[config.mk]
export PLATFORM = sky130hd
export DESIGN_NAME = mmux
export DESIGN_NICKNAME = d
export VERILOG_FILES = /design/src/rtl/mmux.sv
export SDC_FILE = /design/constraint.sdc
export NUM_CORES = 1
export LEC_CHECK = 0
export CORE_AREA = 2 2 39 41
export DETAILED_ROUTE_END_ITERATION = 16
export DIE_AREA = 0 0 41 43
export DONT_BUFFER_PORTS = 1
export PLACE_DENSITY = 0.3
export REMOVE_ABC_BUFFERS = 1
export SETUP_SLACK_MARGIN = 0.2
export SLEW_MARGIN = 40
export SYNTH_ARGS = -nofsm -noshare
export SYNTH_HDL_FRONTEND = slang
export SYNTH_SLANG_ARGS = --single-unit
[constraint.sdc]
create_clock -name clk -period 0.9 [get_ports clk]
set_input_delay 0.09 -clock clk [delete_from_list [all_inputs] [get_ports clk]]
set_output_delay 0.09 -clock clk [all_outputs]
set_load 0.01 [all_outputs]
[src/rtl/mmux.sv]
// ---------------------------------------------------------------------------
// mmux -- 4:1 multiplexer with a combinational output and a registered copy.
//
// The select path is built as explicit gate structure: the two select bits
// are inverted, each lane is gated by a 3-input AND of the appropriate select
// literals, and the four gated lanes are ORed per output bit.  OUT and SEL_OH
// depend only on S and I, so they stay valid with the clock stopped and are
// unaffected by rst.  OUT_Q/SEL_Q capture OUT/S on enabled edges.
//
// Ports
//   clk     in   1        clock, all state updates on the rising edge
//   rst     in   1        synchronous active-high reset of OUT_Q / SEL_Q
//   OUT     out  DATA_W   combinational selected lane (lane S of I)
//   S       in   2        lane select, S[1] is the MSB
//   I       in   4*DATA_W four lanes, lane k = I[k*DATA_W +: DATA_W]
//   en      in   1        capture enable for OUT_Q / SEL_Q
//   OUT_Q   out  DATA_W   registered OUT, one-cycle latency
//   SEL_OH  out  4        one-hot decode of S (bit k high when S == k)
//   SEL_Q   out  2        S value captured together with OUT_Q
// ---------------------------------------------------------------------------
module mmux #(
    parameter int DATA_W = 1
) (
    input  logic                  clk,
    input  logic                  rst,
    output logic [DATA_W-1:0]     OUT,
    input  logic [1:0]            S,
    input  logic [4*DATA_W-1:0]   I,
    input  logic                  en,
    output logic [DATA_W-1:0]     OUT_Q,
    output logic [3:0]            SEL_OH,
    output logic [1:0]            SEL_Q
);

    logic              w_s1_n;
    logic              w_s0_n;
    logic [DATA_W-1:0] w_and0;
    logic [DATA_W-1:0] w_and1;
    logic [DATA_W-1:0] w_and2;
    logic [DATA_W-1:0] w_and3;

    logic [DATA_W-1:0] r_out_q;
    logic [1:0]        r_sel_q;

    // Select literal inverters.
    assign w_s1_n = ~S[1];
    assign w_s0_n = ~S[0];

    // One 3-input AND term per lane, replicated across every data bit so
    // each bit of the datapath is an independent 4:1 mux.
    assign w_and0 = {DATA_W{w_s1_n}} & {DATA_W{w_s0_n}} & I[0*DATA_W +: DATA_W];
    assign w_and1 = {DATA_W{w_s1_n}} & {DATA_W{S[0]}}   & I[1*DATA_W +: DATA_W];
    assign w_and2 = {DATA_W{S[1]}}   & {DATA_W{w_s0_n}} & I[2*DATA_W +: DATA_W];
    assign w_and3 = {DATA_W{S[1]}}   & {DATA_W{S[0]}}   & I[3*DATA_W +: DATA_W];

    // 4-input OR per output bit; exactly one term can be active.
    assign OUT = w_and0 | w_and1 | w_and2 | w_and3;

    // One-hot decode reuses the same select literals.
    assign SEL_OH = {S[1] & S[0], S[1] & w_s0_n, w_s1_n & S[0], w_s1_n & w_s0_n};

    // Registered copy: reset wins over enable; disabled edges hold.
    always_ff @(posedge clk) begin
        if (rst) begin
            r_out_q <= '0;
            r_sel_q <= 2'b00;
        end else if (en) begin
            r_out_q <= OUT;
            r_sel_q <= S;
        end
    end

    assign OUT_Q = r_out_q;
    assign SEL_Q = r_sel_q;

endmodule

## After elaboration in Yosys (flattened, before gate mapping)

Cells that the tools add are included.

| cells by class | value |
|---|---|
| $add $sub $neg | 0 |
| $mul | 0 |
| divide/modulo/power cells | 0 |
| magnitude comparators | 0 |
| eq/ne operators | 0 |
| shift operators | 0 |
| multiplexer cells | 0 |
| bitwise logic cells | 13 |
| reductions and logical operators | 0 |

Operator list:

| operator | number |
|---|---|
| 1-bit AND | 8 |
| 1-bit OR | 3 |
| 1-bit NOT | 2 |

| storage, ports and cells | value |
|---|---|
| flip-flop bits (word level) | 3 |
| latch bits | 0 |
| bits in writable memories | 0 |
| bits in read-only memories | 0 |
| input bits | 9 |
| output and inout bits | 8 |
| logic and storage cells | 15 |
| memories kept | 0 |

## Longest topological paths before layout

| depth | value |
|---|---|
| word-level depth | 6 |
| depth in mapped cells | 3 |

## Worst setup path after synthesis

Ideal clock, no wire load.

| timing | value |
|---|---|
| kind | register to register |
| start | register OUT_Q (netlist name) |
| end | register r_out_q, in the netlist OUT_Q |
| setup time | 0.082 ns |
| data arrival time | 0.852 ns |
| setup slack | -0.035 ns |
| stages on the path, launching flop included | 3 |
| clock period less this slack | 0.935 ns |
| path through | dfxtp_1 -> or3b_2 -> o221ai_1 |

RTL lines:

| item | RTL line | source |
|---|---|---|
| end signal, assigned | 65 | `r_out_q <= '0;` |
| end signal, assigned | 68 | `r_out_q <= OUT;` |
| end, declared | 42 | `logic [DATA_W-1:0] r_out_q;` |

==> results.txt <==
The first-pass GRT wire length is 655 um. The pre-CTS setup slack is -0.0304 ns. 17 I/O pins were placed.

The count of warnings emitted by yosys came out at 0. The average detailed-routed wire length per instance came out at 11.4 um. The residual DRC count is 0. The startpoint of the most critical register-to-register path is OUT_Q$_SDFFE_PP0P_. Among cell families on the critical path, the largest total delay comes from simple AND/OR/NAND/NOR gates. The final hold slack is 0.0177 ns.

The data arrival time at the worst-slack endpoint is 0.98 ns. In this run the register-to-register setup slack is 0.07 ns. The post-synthesis sequential element count came out at 3. The pin count of the biggest net entering global routing is 9. The critical path start-end classification is reg -> reg. The clock skew after layout is 0 ns. Dividing the final minimum period by the clock period gives 92.6%.

CTS built an H-tree with a depth of 1. The number of antenna violations at the first check in global routing came out at 0. The most frequent cell after synthesis is mux2i_1. Global routing finished with a remaining overflow of 0. Ranked by instance count, the synthesized netlist is headed by mux2i_1, dfxtp_1, nor2_1, nor2b_1.

The routed length on met1 came out at 172 um. The minimum period implied by the final worst setup slack came out at 0.834 ns. For this run, the post-layout net count is 34. The clock network latency to the later pin of the worst-skew pair came out at 0.23 ns.

The final critical-path setup slack came out at 0.0665 ns. The final instance area came out at 250 um^2. The worst hold path begins at S[0]. The detailed-routed wire length on met3 is 70 um. The total clock sinks is 3. In this run the clock root is driven by a clkbuf_4. The static power due to leakage is 0.103 nW.

The number of buffers created by CTS is 3. The number of DRC violations after detailed-routing iteration 0 came out at 5. In this run the power density over the cells is 1800 nW/um^2. The worst supply voltage drop on vdd is 497 uV. The highest cell delay on the worst timing path is 0.37 ns.

Setup violations remaining at the end of the flow were counted as 0. Excluding fillers, the count of instances in the completed layout stands at 40. The weighted congestion reported at the end of routability-driven placement came out at 0.562.

The largest individual stage delay along the critical path comes from the cell or3b_4. The width of the die is 41 um. Global routing used 6.12% of the available tracks.

The highest net fanout along the worst path is 2. Measured in cells, the most critical reg-to-reg path has a length of 2. The per-instance average area after synthesis is 9.55 um^2. The share of layout cells above drive strength 1 is 37.5%.

For hold timing, the worst endpoint is SEL_Q[0]$_SDFFE_PP0P_. For this configuration, the core starts out at a cell density of 13.1%. The worst slew margin relative to its limit came out at 80.9%.

The highest metal layer carrying signal wires in the routed design is met4. Setup repair after global routing could not meet its margin everywhere. The detailed-router iteration count before antenna repair came out at 2.

The endpoint class of the critical path is a flip-flop. The largest area contributor in the netlist is dfxtp_1. The die covers 1760 um^2.

Wires add up to 456 um. The longest clock path from root to sink contains 2 buffers. The run finished with clean final reports. The number of rows created at floorplan is 14. The via count of the first global-routing pass is 158.

The routed length on met2 came out at 197 um. The fraction of registers with async set or reset after synthesis came out at 0%. The reported max-cap violation count came out at 0. The placed cell area came out at 201 um^2. The area fraction of the dominant cell type after synthesis came out at 33.1%.

At the pin with the least slew margin, the transition time is 0.278 ns. The total power of the final layout came out at 0.000450 W. TritonCTS built the clock tree.

The count of flip-flops with a built-in enable after synthesis came out at 0. After synthesis, the netlist uses 10 different library cells. The path class of the tightest hold or removal check is in -> reg. The number of hold violations in the final report came out at 0. The worst register-to-register path ends at OUT_Q$_SDFFE_PP0P_. The instance count along the most critical hold path is 2. The worst setup path is launched from a flip-flop. The layout overhead on the synthesized area is 37.9%. Counting tap cells, the placed design contains a total of 35 instances. The mapped cell area came out at 181 um^2. The antenna diode count is 0. The clock transition at the registers of the reported paths is 0.04 ns.

Sequential cells were found to cover 33.1% of the synthesized design area. Summing over every cut layer, the via total after detailed routing is 159. The via-per-instance ratio is 3.98.

For this run, the leading register cell type out of synthesis is dfxtp_1. After clock tree synthesis, the setup repair step added 0 buffers. The synthesized netlist cell count is 19.

The count of buffering cells on the critical path with inverters included is 0. The standard cell core area came out at 1380 um^2. The required time reported for the critical path endpoint came out at 1.05 ns. The count of nets left with antenna violations once routing finished came out at 0. Walking the worst path, the cells encountered are or3b_4, o221ai_2. The max-slew violation count came out at 0.

The maximum frequency from static timing analysis is 1200 MHz. By area the synthesized netlist is led by dfxtp_1, mux2i_1, nor2b_1. The count of port buffers added during placement came out at 0. The die height came out at 43 um.
==> power by group <==
group | switching (W) | internal [W] | total, W
clock | 0.0000734 | 0.000166 | 0.000240
combinational | 0.0000265 | 0.0000313 | 0.0000578
sequential | 0.00000772 | 0.000144 | 0.000152
==> per-stage QoR <==
| stage | utilization [%] | TNS, ns |
|---|---|---|
| floorplan | - | -0.0346 |
| global placement | 14.6 | 0 |
| detailed placement | 14.6 | -0.0304 |
| CTS | 18.1 | 0 |
| global route | 18.1 | 0 |
| finish | 18.1 | 0 |
==> worst register-to-register path: cells and delay by family (launching register included) <==
family / cells / cell delay [ns]
DFF: 1 / 0.32
AOI/OAI and AO/OA: 1 / 0.06
and+or+nand+nor: 1 / 0.37
==> how the worst max path moves through the flow <==
stage,from,to,depth (start not counted)
2_1_floorplan,OUT_Q$_SDFFE_PP0P_,OUT_Q$_SDFFE_PP0P_,2
3_3_place_gp,OUT_Q$_SDFFE_PP0P_,OUT_Q$_SDFFE_PP0P_,2
3_5_place_dp,OUT_Q$_SDFFE_PP0P_,OUT_Q$_SDFFE_PP0P_,2
4_1_cts,OUT_Q$_SDFFE_PP0P_,OUT_Q$_SDFFE_PP0P_,2
5_1_grt,OUT_Q$_SDFFE_PP0P_,OUT_Q$_SDFFE_PP0P_,2
6_report,OUT_Q$_SDFFE_PP0P_,OUT_Q$_SDFFE_PP0P_,2
==> what timing repair did <==
| action | 4_1_cts | 5_1_grt |
|---|---|---|
| resized for setup | 5 | 0 |
| endpoints found under the setup margin | 4 | 2 |
| hold endpoints to repair | 2 | 0 |
| hold buffers | 1 | 0 |
==> placed cells by master, fill, tap and decap left out, drive strengths merged <==
master,count
and2,1
buf,1
clkbuf,4
dfxtp,3
dlygate4sd3,1
mux2i,5
nand3b,1
nor2,3
nor2b,2
o221ai,1
or3b,2
==> layout make-up <==
| type | count | area [um^2] |
|---|---|---|
| sequential | 3 | 63.8 |
| fill | 157 | 1130 |
| tap | 16 | 20.0 |
| multi-input combinational | 15 | 123 |
| timing repair buffer | 2 | 17.5 |
| clock buffer | 4 | 26.3 |
==> logic make-up (layout without fill, tap and decap cells) <==
logic type | count (synthesis) | in the layout | share of synthesized area, %
multiplexers | 5 | 5 | 27.6
buffers and inverters | 1 | 6 | 4.14
flip-flops | 3 | 3 | 33.1
AND/OR/NAND/NOR | 9 | 9 | 30.3
AO/OA/AOI/OAI | 1 | 1 | 4.83
==> flip-flops by register name, indices dropped and copies added (netlist names) <==
signal,flops
SEL_Q,2
OUT_Q,1
==> per-layer routing <==
layer	up-vias	track usage, %
met4	0	8.00
met3	2	2.62
li1	76	-
met1	69	6.41
met2	12	7.50
met5	-	0
No activity file was read; power rests on OpenSTA's default activity.
